--- config.mk ---
export PLATFORM = sky130hd
export DESIGN_NAME = alu_issue_stage
export DESIGN_NICKNAME = d
export VERILOG_FILES = /design/src/rtl/alu_issue_stage.sv
export SDC_FILE = /design/constraint.sdc
export NUM_CORES = 1
export LEC_CHECK = 0
export BUFFER_PORTS_ARGS = -buffer_cell sky130_fd_sc_hd__buf_2
export CAP_MARGIN = 20
export CORE_AREA = 3 3 126 128
export DETAILED_ROUTE_END_ITERATION = 8
export DIE_AREA = 0 0 129 131
export GPL_TIMING_DRIVEN = 0
export MAX_ROUTING_LAYER = met4
export PLACE_DENSITY = 0.89
export REMOVE_ABC_BUFFERS = 1
export SKIP_LAST_GASP = 1
export SLEW_MARGIN = 40
export SYNTH_ARGS = -nofsm -noshare
export SYNTH_HDL_FRONTEND = slang
export SYNTH_SLANG_ARGS = --single-unit
--- constraint.sdc ---
create_clock -name clk -period 4.9 [get_ports clk]
set_input_delay 0.98 -clock clk [delete_from_list [all_inputs] [get_ports clk]]
set_output_delay 0.98 -clock clk [all_outputs]
set_load 0.02 [all_outputs]
--- src/rtl/alu_issue_stage.sv ---
// alu_issue_stage: single-entry pipeline register between decode and the ALU.
// Resolves operands at accept time, using forwarding from EX, MEM and WB.
// Validates the ALU function code and holds the issued op steady under
// back-pressure. A free-running counter counts stalled cycles.
module alu_issue_stage #(
  parameter int WIDTH  = 32,
  parameter int NREG_W = 5
) (
  input  logic              clk,
  input  logic              reset,
  input  logic              flush,
  // decode side
  input  logic              in_valid,
  output logic              in_ready,
  input  logic [3:0]        in_func,
  input  logic              in_src1_sel,
  input  logic [1:0]        in_src2_sel,
  input  logic [NREG_W-1:0] in_rs_idx,
  input  logic [NREG_W-1:0] in_rt_idx,
  input  logic [WIDTH-1:0]  in_rs_val,
  input  logic [WIDTH-1:0]  in_rt_val,
  input  logic [15:0]       in_imm,
  input  logic [4:0]        in_shamt,
  input  logic [NREG_W-1:0] in_dst,
  input  logic              in_wen,
  // forwarding sources
  input  logic [WIDTH-1:0]  ex_result,
  input  logic              fwd_mem_valid,
  input  logic [NREG_W-1:0] fwd_mem_idx,
  input  logic [WIDTH-1:0]  fwd_mem_data,
  input  logic              fwd_wb_valid,
  input  logic [NREG_W-1:0] fwd_wb_idx,
  input  logic [WIDTH-1:0]  fwd_wb_data,
  // ALU side
  output logic              out_valid,
  input  logic              out_ready,
  output logic [3:0]        out_func,
  output logic [WIDTH-1:0]  out_in1,
  output logic [WIDTH-1:0]  out_in2,
  output logic [NREG_W-1:0] out_dst,
  output logic              out_wen,
  output logic              out_illegal,
  output logic [31:0]       stall_cnt
);

  localparam logic [3:0] FUNC_ADD = 4'b0011;
  localparam logic [3:0] FUNC_MAX = 4'd8;

  logic              out_valid_q,   out_valid_d;
  logic [3:0]        out_func_q,    out_func_d;
  logic [WIDTH-1:0]  out_in1_q,     out_in1_d;
  logic [WIDTH-1:0]  out_in2_q,     out_in2_d;
  logic [NREG_W-1:0] out_dst_q,     out_dst_d;
  logic              out_wen_q,     out_wen_d;
  logic              out_illegal_q, out_illegal_d;
  logic [31:0]       stall_cnt_q,   stall_cnt_d;

  logic              accept;
  logic              ex_fwd_ok;
  logic              func_illegal;
  logic [WIDTH-1:0]  rs_res;
  logic [WIDTH-1:0]  rt_res;

  // Resolve one source register through the forwarding priority chain.
  function automatic logic [WIDTH-1:0] resolve(
    input logic [NREG_W-1:0] idx,
    input logic [WIDTH-1:0]  rf_val,
    input logic              ex_ok,
    input logic [NREG_W-1:0] ex_dst,
    input logic [WIDTH-1:0]  ex_val,
    input logic              mem_v,
    input logic [NREG_W-1:0] mem_idx,
    input logic [WIDTH-1:0]  mem_val,
    input logic              wb_v,
    input logic [NREG_W-1:0] wb_idx,
    input logic [WIDTH-1:0]  wb_val
  );
    if (idx == '0)                        return '0;
    else if (ex_ok && ex_dst == idx)      return ex_val;
    else if (mem_v && mem_idx == idx)     return mem_val;
    else if (wb_v && wb_idx == idx)       return wb_val;
    else                                  return rf_val;
  endfunction

  // Handshake and operand resolution for the op offered this cycle.
  always_comb begin
    in_ready     = !flush && (!out_valid_q || out_ready);
    accept       = in_valid && in_ready;
    // The held op is consumed whenever accept fires, so its result is live.
    ex_fwd_ok    = out_valid_q && out_wen_q && out_ready;
    func_illegal = in_func > FUNC_MAX;
    rs_res = resolve(in_rs_idx, in_rs_val, ex_fwd_ok, out_dst_q, ex_result,
                     fwd_mem_valid, fwd_mem_idx, fwd_mem_data,
                     fwd_wb_valid, fwd_wb_idx, fwd_wb_data);
    rt_res = resolve(in_rt_idx, in_rt_val, ex_fwd_ok, out_dst_q, ex_result,
                     fwd_mem_valid, fwd_mem_idx, fwd_mem_data,
                     fwd_wb_valid, fwd_wb_idx, fwd_wb_data);
  end

  // Next-state for the held op and the stall counter.
  always_comb begin
    // NOTE: every signal gets a hold default first so no path infers a latch.
    out_valid_d   = out_valid_q;
    out_func_d    = out_func_q;
    out_in1_d     = out_in1_q;
    out_in2_d     = out_in2_q;
    out_dst_d     = out_dst_q;
    out_wen_d     = out_wen_q;
    out_illegal_d = out_illegal_q;
    stall_cnt_d   = stall_cnt_q;

    if (out_valid_q && !out_ready && !flush) begin
      stall_cnt_d = stall_cnt_q + 32'd1;
    end

    if (accept) begin
      out_valid_d   = 1'b1;
      out_func_d    = func_illegal ? FUNC_ADD : in_func;
      out_illegal_d = func_illegal;
      out_wen_d     = in_wen && !func_illegal;
      out_dst_d     = in_dst;
      out_in1_d     = in_src1_sel ? rt_res : rs_res;
      unique case (in_src2_sel)
        2'd0:    out_in2_d = rt_res;
        2'd1:    out_in2_d = {{(WIDTH-16){in_imm[15]}}, in_imm};
        2'd2:    out_in2_d = {{(WIDTH-16){1'b0}}, in_imm};
        default: out_in2_d = {{(WIDTH-5){1'b0}}, in_shamt};
      endcase
    end else if (flush || out_ready) begin
      // Flushed or consumed: drop valid, data registers keep stale values.
      out_valid_d = 1'b0;
    end
  end

  // State registers with synchronous reset; reset wins over everything.
  always_ff @(posedge clk) begin
    // NOTE: sequential state uses non-blocking assignments only.
    if (reset) begin
      // NOTE: data registers are reset too, since every output must read 0 after reset.
      out_valid_q   <= 1'b0;
      out_func_q    <= '0;
      out_in1_q     <= '0;
      out_in2_q     <= '0;
      out_dst_q     <= '0;
      out_wen_q     <= 1'b0;
      out_illegal_q <= 1'b0;
      stall_cnt_q   <= '0;
    end else begin
      out_valid_q   <= out_valid_d;
      out_func_q    <= out_func_d;
      out_in1_q     <= out_in1_d;
      out_in2_q     <= out_in2_d;
      out_dst_q     <= out_dst_d;
      out_wen_q     <= out_wen_d;
      out_illegal_q <= out_illegal_d;
      stall_cnt_q   <= stall_cnt_d;
    end
  end

  assign out_valid   = out_valid_q;
  assign out_func    = out_func_q;
  assign out_in1     = out_in1_q;
  assign out_in2     = out_in2_q;
  assign out_dst     = out_dst_q;
  assign out_wen     = out_wen_q;
  assign out_illegal = out_illegal_q;
  assign stall_cnt   = stall_cnt_q;

endmodule

Word level (Yosys, flattened, before mapping) --
Index checks and enable logic that the tools add are counted.
Storage, ports and cells: RAM bits 0, bits in registers 108, memories kept 0, bits in read-only memories 0, input bits 221, bits in latches 0
Cells by class: multiplexer cells 13, order comparisons 1, div/mod/pow operators 0, reductions and logical operators 23, shifts and indexed selects 0, add/subtract/negate cells 1, bitwise gates (word level) 0, eq/ne operators 8, multiply operators 0
Operators by type and width (number):
- $mux W32 | 9
- $pmux W32 S3 | 1
- $add A32 B1 Y32 const B | 1
- $eq A5 B5 Y1 | 6
- $logic_and A1 B1 Y1 | 13
- $logic_not A5 Y1 | 2
- $gt A4 B4 Y1 const B | 1
- $logic_not A1 Y1 | 4
- $mux W4 | 1
- $eq A2 B1 Y1 const B | 1
- $eq A2 B2 Y1 const B | 1
- $logic_not A2 Y1 | 1
- $logic_or A1 B1 Y1 | 2
- $mux W1 | 2
- $reduce_bool A2 Y1 | 1

Depth between registers and ports, before layout --
Gate-level depths: netlist (run 1).
depth after elaboration 7, mapped depth 9

Least setup slack after synthesis (run 1) --
OpenSTA, ideal clock, no wires.
path type input-to-reg, start point in fwd_wb_valid, end point reg out_in1_q[11], in the netlist out_in1[11], stages on the path 9, setup time 0.133 ns, arrival 2.608 ns, buffers on the path 4, data required time 4.767 ns, setup slack 2.159 ns, path through clkbuf_1 or3b_1 buf_2 or2_1 buf_6 buf_6 a221o_1 o211ai_1 a311oi_1
Between the ends: word-level cells in the longest chain between the ends 6, elaborated cells between the ends (all ways) 11, those cells by class mux (9); reduce/logical (2)
Ends and longest elaborated chain:
- from (decl) | RTL line 31 | input logic fwd_wb_valid,
- $logic_and A1 B1 Y1 | RTL line 81 | else if (wb_v && wb_idx == idx) return wb_val;
- $mux W32 | RTL line 81
- $mux W32 | RTL line 80 | else if (mem_v && mem_idx == idx) return mem_val;
- $mux W32 | RTL line 79 | else if (ex_ok && ex_dst == idx) return ex_val;
- $mux W32 | RTL line 78 | if (idx == '0) return '0;
- $mux W32 * | RTL line 122 | out_in1_d = in_src1_sel ? rt_res : rs_res;
- to (signal assigned) | RTL line 151 | out_in1_q <= out_in1_d;
- to (decl) | RTL line 51 | logic [WIDTH-1:0] out_in1_q, out_in1_d;
Mark *: on every way between the ends. The rest lies on a longest branch, timed or not. A chain may end at the register's enable or synchronous reset.

Final worst setup path (run 1) --
start point in in_rt_idx[0], end point reg out_in2_q[12], in the netlist out_in2[12]
Between the ends: word-level cells in the longest chain between the ends 7, elaborated cells between the ends (all ways) 12, those cells by class eq/ne (3); mux (5); reduce/logical (4)
Ends and longest elaborated chain:
- from (decl) | RTL line 19 | input logic [NREG_W-1:0] in_rt_idx,
- $eq A5 B5 Y1 | RTL line 81
- $logic_and A1 B1 Y1 | RTL line 81
- $mux W32 | RTL line 81
- $mux W32 | RTL line 80
- $mux W32 | RTL line 79
- $mux W32 * | RTL line 78
- $pmux W32 S3 * | RTL line 123 | unique case (in_src2_sel)
- to (signal assigned) | RTL line 152 | out_in2_q <= out_in2_d;
- to (decl) | RTL line 52 | logic [WIDTH-1:0] out_in2_q, out_in2_d;
Marks and branches as above.

==> impl_results.md, run 1 <==
- Total core area: 0.0150 mm2
- Hold-fix buffers, CTS: 0
- Fin nets: 1,360
- Max Slew Vio Count: 0
- Psw: 0.000702 W
- Crit path buf inv count: 1
- CP cell instances: buf_2, xor2_1, nor3_2, and2_2, a221o_1, o211ai_1, a2111oi_0
- Pwr Density: 241 mW/mm2
- Placer Congestion: 0.919
- Post-DRT Antenna Nets: 0
- Total congestion overflow: 0
- DRC Markers: 0
- Synth warn: 0
- Seq/Total Area, Yosys: 0.307
- Gates resized, CTS repair: 0
- Clock-pin slew on the worst setup and hold paths: 0.07 ns
- Vias per Instance: 6.63
- DPL Wire Length: 21,200 um
- Antenna violations before repair: 1
- Post-synth ARST share: 0
- Critical Path Sink Type: flip-flop
- Fraction of layout cells with a size suffix above 1: 0.357
- CP required: 5.12 ns
- Setup violators final: 0
- Slowest CP cell: and2_2
- Final min period: 3.41 ns
- Die area: 0.0169 mm2
- Max-cap viol count: 0
- Tcrit/Tclk final: 0.696
- Clock share of power: 0.335
- Clk_skew: 0.0131 ns
- GRT Overall Usage: 0.335
- Post-synth top area share: 0.307
- Most frequent cells in the layout: buf_2 (330), dfxtp_1 (108), nor2_1 (79), o211ai_1 (75), a21oi_1 (56)
- Final worst setup slack: 1.49 ns
- CTS max path bufs: 2
- Minimum hold slack: 0.457 ns
- Placement Setup Slack: 1.21 ns
- Die Wd: 129 um
- DRT iter0 DRCs: 1,124
- Rows: 45
- Largest net degree at the start of global routing: 69
- Combinational share of power: 0.242
- Max incr delay on CP: 0.79 ns
- Avg Inst Size Synth: 8.14 um2
- Initial core utilization: 0.471
- Most common cell after layout, fill and taps aside: buf_2
- Fin. Hold Viols: 0
- Slew @ Worst Pin: 0.806 ns
- Postcts setup bufs: 0
- Vias: 8,836
- Max-slew headroom: 0.460
- IO Count: 330
- TritonRoute pass-1 iters: 6
- CP arrival: 3.63 ns
- Ranking of synthesized cells by area: dfxtp_1 (31%), o211ai_1 (8.0%), a221o_1 (7.8%), a311oi_1 (4.6%), nor2_1 (4.4%)
- Critical path class: in2reg
- CTS buffer count: 9
- Clock latency on the worst-skew pair: 0.36 ns
- RSZ-0062 raised after global routing: no
- Post-synthesis cell area: 0.00705 mm2
- Type of the most critical hold path: reg2reg
- Final core occ: 0.614
- Drt wl/cell: 21.9 um
- FMAX: 293 MHz
- Top delay family on crit path: simple AND/OR/NAND/NOR gates
- Worst Setup Start Kind: input port
- Cells after Synth: 866
- Die Ht: 131 um
- Internal power: 0.00152 W
- Unique cell type count in the Yosys netlist: 52
- Drt total wl: 29,200 um
- Area Growth Syn to Fin: 30.5%
- Status: finished, final reports clean
- Max H-tree Level: 3
- Port buffer count: 329
- Ys flop type: dfxtp_1
- CTS tree: yes
- First-pass GRT wire length: 43,700 um
- Synth area leader: dfxtp_1
- EDFF count, synth: 0
- Clock tree root driver cell: clkbuf_16
- Max VDD drop: 151 uV
- CP max FO: 23
- Leak Pwr: 3.84 nW
- CTS sink count: 108
- Flop pwr share: 0.422
- Vias in the first global route: 8,177
- Sw Ratio: 0.316
- Synthesis-stage register bit count: 108
per-layer routing:
layer | routed length [um] | global-route usage
met1 | 10800 | 0.409
met2 | 13500 | 0.521
met3 | 3810 | 0.0976
met4 | 1130 | 0.133
met5 | 0 | -
sequential cells by signal, summed over array words and instances, names as in the netlist:
signal       count
out_in1         32
out_in2         32
stall_cnt       32
out_dst          5
out_func         4
out_illegal      1
out_valid        1
out_wen          1
cells in the mapped netlist (all sizes together), types with 3 or more instances:
master,instances
dfxtp,108
nor2,84
o211ai,84
clkbuf,63
a21oi,58
nand2,56
a221o,55
o21ai,46
a311oi,37
xnor2,32
a221oi,29
buf,22
xor2,21
nor3,20
inv,18
nand3,17
and2,16
o22ai,10
or3,10
and3,8
nand4,8
o21a,8
o221ai,8
a222oi,5
mux2,5
and4,4
nor2b,4
or2,4
or4,4
a211oi,3
nor4,3
through the flow:
| step | area (um2) | total power, W | std cells | setup TNS [ns] |
|---|---|---|---|---|
| CTS | 9200 | 0.00221 | 1331 | 0 |
| global route | 9200 | 0.00230 | 1332 | 0 |
| finish | 9200 | 0.00222 | 1332 | 0 |
| global placement | 8550 | 0.00145 | 1298 | -33.35 |
| floorplan | 6670 | 0.00122 | 781 | 0 |
| detailed placement | 8900 | 0.00148 | 1315 | 0 |
power by group through the flow:
stage | sequential (W) | clock [W] | combinational, W
5_1_grt | 0.000940 | 0.000781 | 0.000577
4_1_cts | 0.000935 | 0.000746 | 0.000526
3_3_place_gp | 0.000955 | 0 | 0.000499
3_5_place_dp | 0.000956 | 0 | 0.000525
6_report | 0.000936 | 0.000743 | 0.000537
2_1_floorplan | 0.000998 | 0 | 0.000222
tightest hold or removal path: stages, from the launching register on:
cell	delay, ns
dfxtp_1	0.31
nand2_1	0.05
a21oi_1	0.05
layout make-up:
| cell class | count | area (um2) |
|---|---|---|
| fillers | 1324 | 5780 |
| multi-input cells | 655 | 4560 |
| flip-flops and latches | 108 | 2160 |
| repair buffers | 346 | 1880 |
| clock buffers | 12 | 256 |
| well taps | 188 | 235 |
| inverters | 18 | 67.6 |
| clock inverters | 4 | 37.5 |
| diodes | 1 | 2.50 |
kinds of logic after synthesis:
logic type               Yosys count  share of synthesized area
buffers and inverters            103                     0.0630
AND/OR/NAND/NOR                  245                      0.168
multiplexers                       7                     0.0108
flip-flops                       108                      0.307
adder cells (fa/ha/maj)            2                    0.00320
XOR/XNOR                          53                     0.0680
AO/OA/AOI/OAI                    348                      0.381
path summary, 6_finish.rpt:
path	start	end	slack [ns]	cells after the start
max	in_rt_idx[0]	out_in2[12]$_SDFFE_PP0P_	1.49	7
min	out_func[2]$_SDFFE_PP0P_	out_func[2]$_SDFFE_PP0P_	0.46	2
max reg2reg	out_dst[4]$_SDFFE_PP0P_	out_in2[4]$_SDFFE_PP0P_	2.40	9
min reg2reg	out_func[2]$_SDFFE_PP0P_	out_func[2]$_SDFFE_PP0P_	0.46	2
(Power assumes the default switching activity.)
==> run 2, diff against run 1 <==
--- a/config.mk
+++ b/config.mk
@@ -5,14 +5,15 @@
 export SDC_FILE = /design/constraint.sdc
 export NUM_CORES = 1
 export LEC_CHECK = 0
+export ABC_AREA = 1
 export BUFFER_PORTS_ARGS = -buffer_cell sky130_fd_sc_hd__buf_2
 export CAP_MARGIN = 20
-export CORE_AREA = 3 3 126 128
+export CORE_MARGIN = 3
+export CORE_UTILIZATION = 45
 export DETAILED_ROUTE_END_ITERATION = 8
-export DIE_AREA = 0 0 129 131
 export GPL_TIMING_DRIVEN = 0
 export MAX_ROUTING_LAYER = met4
-export PLACE_DENSITY = 0.89
+export PLACE_DENSITY = 0.86
 export REMOVE_ABC_BUFFERS = 1
 export SKIP_LAST_GASP = 1
 export SLEW_MARGIN = 40
==> constraint.sdc (replaced) <==
create_clock -name clk -period 2.9 [get_ports clk]
set_input_delay 0.58 -clock clk [delete_from_list [all_inputs] [get_ports clk]]
set_output_delay 0.58 -clock clk [all_outputs]
set_load 0.02 [all_outputs]
==> impl_results.md, run 2 <==
- R2r endpoint: out_in1[29]$_SDFFE_PP0P_
- Tcrit/Tclk final: 0.926
- Max-slew headroom: 0.434
- Fraction of layout cells with a size suffix above 1: 0.235
- # fillers: 1,764
- DRC Markers: 0
- CTS tree: yes
- Gates resized, CTS repair: 0
- Critical Path Sink Type: flip-flop
- Multiplexer area fraction after synthesis: 0
- Minimum hold slack: 0.460 ns
- Seq/Total Area, Yosys: 0.259
- Synth warn: 0
- FF-to-FF path depth: 9
- Total core area: 0.0181 mm2
- Max H-tree Level: 3
- Hold-fix buffers, CTS: 0
- Cells after Synth: 1,484
- Critical path class: in2reg
- Synth Area in Simple Gates: 0.481
- Clock latency on the worst-skew pair: 0.36 ns
- Drt total wl: 34,500 um
- Max-cap viol count: 0
- Worst Setup Start Kind: input port
- Rows: 49
- CTS sink count: 108
- CP required: 3.20 ns
- Vias in the first global route: 10,400
- Cell with the most instances after synthesis: nand2_1
- Die Ht: 142 um
- Synth area leader: dfxtp_1
- Largest family of logic cells by synthesized area: simple AND/OR/NAND/NOR gates
- Total congestion overflow: 0
- Largest net degree at the start of global routing: 79
- Compound-cell area share of the yosys netlist: 0.106
- Unique cell type count in the Yosys netlist: 34
- Die Wd: 142 um
- GRT Overall Usage: 0.341
- Setup violators final: 0
- Drt wl/cell: 17.3 um
- Leak Pwr: 5.67 nW
- Clk_skew: 0.0118 ns
- Antenna violations before repair: 3
- Ranking of synthesized cells by area: dfxtp_1 (26%), nand2_1 (16%), nand3_1 (13%), nor2_1 (12%), inv_1 (7.7%)
- CP max FO: 39
- Clock-pin slew on the worst setup and hold paths: 0.08 ns
- Routed wl met2: 15,200 um
- TritonRoute pass-1 iters: 6
- Max Slew Vio Count: 0
- DRT iter0 DRCs: 1,173
- Fin nets: 1,978
- Most common cell after layout, fill and taps aside: nand2_1
- Initial core utilization: 0.461
- CP cell instances: buf_2, inv_2, nand2_1, nand2_1, nor2_1, nand3_4, inv_2, nand2_1, nand3_1, nand2_1, nor2_1, nor2_1, nor2_1
- Type of the most critical hold path: in2reg
- Vias per Instance: 5.58
- FMAX: 372 MHz
- Post-synth top area share: 0.259
- Critical Path Sink: out_in1[19]$_SDFFE_PP0P_
- Slowest CP cell: inv_2
- Max incr delay on CP: 0.71 ns
- IO Count: 330
- Pwr Density: 374 mW/mm2
- Adder-Cell Fraction of Synth Area: 0.00150
- Avg Inst Size Synth: 5.62 um2
- CTS buffer count: 9
- First-pass GRT wire length: 53,400 um
- Post-DRT Antenna Nets: 0
- Placer Congestion: 0.960
- Slew @ Worst Pin: 0.849 ns
- Die area: 0.0202 mm2
- Max Used Layer: met4
- Most frequent cells in the layout: nand2_1 (351), buf_2 (329), nor2_1 (259), nand3_1 (214), inv_1 (169)
- Synthesis-stage register bit count: 108
- Final core occ: 0.584
- EDFF count, synth: 0
- Reg2reg start: out_valid$_SDFFE_PP0P_
- DPL Wire Length: 24,500 um
- Port buffer count: 329
- Met3 wire length: 3850 um
- Final min period: 2.69 ns
- Fin. Hold Viols: 0
- Postcts setup bufs: 0
- Reg2reg setup slack: 0.46 ns
- Synth cell count leaders: nand2_1 (352), nor2_1 (261), nand3_1 (215)
- Post-synth ARST share: 0
- Clock tree root driver cell: clkbuf_16
- CP arrival: 2.98 ns
- Area Growth Syn to Fin: 26.7%
- Post-synthesis cell area: 0.00834 mm2
- Ys flop type: dfxtp_1
- Met1 WL: 13,600 um
- Max VDD drop: 259 uV
- Vias: 11,100
- RSZ-0062 raised after global routing: no
- Status: finished, final reports clean
- XOR/XNOR share of the synthesized area: 0.0189
- Crit path from: in_rt_idx[3]
- CTS max path bufs: 2
run 2: how the worst min path moves through the flow:
stage | startpoint | to | slack, ns | depth (start not counted)
after floorplan | out_func[2]$_SDFFE_PP0P_ | out_func[2]$_SDFFE_PP0P_ | 0.54 | 2
after global placement | out_in2[5]$_SDFFE_PP0P_ | out_in2[5]$_SDFFE_PP0P_ | 0.45 | 2
after detailed placement | out_in2[14]$_SDFFE_PP0P_ | out_in2[14]$_SDFFE_PP0P_ | 0.46 | 2
after CTS | in_dst[1] | out_dst[1]$_SDFFE_PP0P_ | 0.45 | 3
after global routing | in_dst[1] | out_dst[1]$_SDFFE_PP0P_ | 0.46 | 3
final | in_dst[1] | out_dst[1]$_SDFFE_PP0P_ | 0.46 | 3
run 2: routing by layer:
layer / GRT usage / vias to the layer above
met5: - / -
met4: 0.179 / 0
met3: 0.0645 / 158
met2: 0.523 / 769
met1: 0.425 / 4906
li1: - / 5278
run 2: critical path: cells and delay by family:
family	cells	cell delay (ns)
buffers and inverters	3	0.96
and+or+nand+nor	10	1.45
run 2: cells by family (layout without fill, tap and decap cells):
| group | Yosys count | after routing |
|---|---|---|
| fa+ha+maj | 1 | 1 |
| buf+inv | 271 | 548 |
| xor+xnor | 18 | 18 |
| other cells | 0 | 3 |
| compound gates | 166 | 166 |
| flops | 108 | 108 |
| simple gates | 920 | 920 |
run 2: layout make-up:
cell class | instances | area, um2 | area share
diodes | 3 | 7.51 | 0.000710
repair buffers | 346 | 1920 | 0.182
multi-input cells | 1105 | 5180 | 0.490
flip-flops and latches | 108 | 2160 | 0.205
clock buffers | 10 | 229 | 0.0217
clock inverters | 6 | 73.8 | 0.00699
inverters | 186 | 712 | 0.0674
well taps | 229 | 287 | 0.0271
run 2: stage by stage:
stage	power [W]	setup WS, ns	instance area (um2)	std cells	setup TNS (ns)
6_report	0.00395	0.214	10600	1993	0
5_1_grt	0.00413	0.0742	10600	1993	0
4_1_cts	0.00394	0.0652	10600	1990	0
3_5_place_dp	0.00264	-0.292	10200	1974	-8.31
3_3_place_gp	0.00257	-2.53	9850	1957	-166.91
2_1_floorplan	0.00214	-0.166	7920	1399	-5.53
run 2: power breakdown:
group	leakage, nW	switching (W)	total [W]	internal [W]
Combinational	4.64	0.000670	0.00104	0.000373
Clock	0.147	0.000636	0.00132	0.000682
Sequential	0.883	0.0000384	0.00159	0.00155
Total	5.67	0.00135	0.00395	0.00261
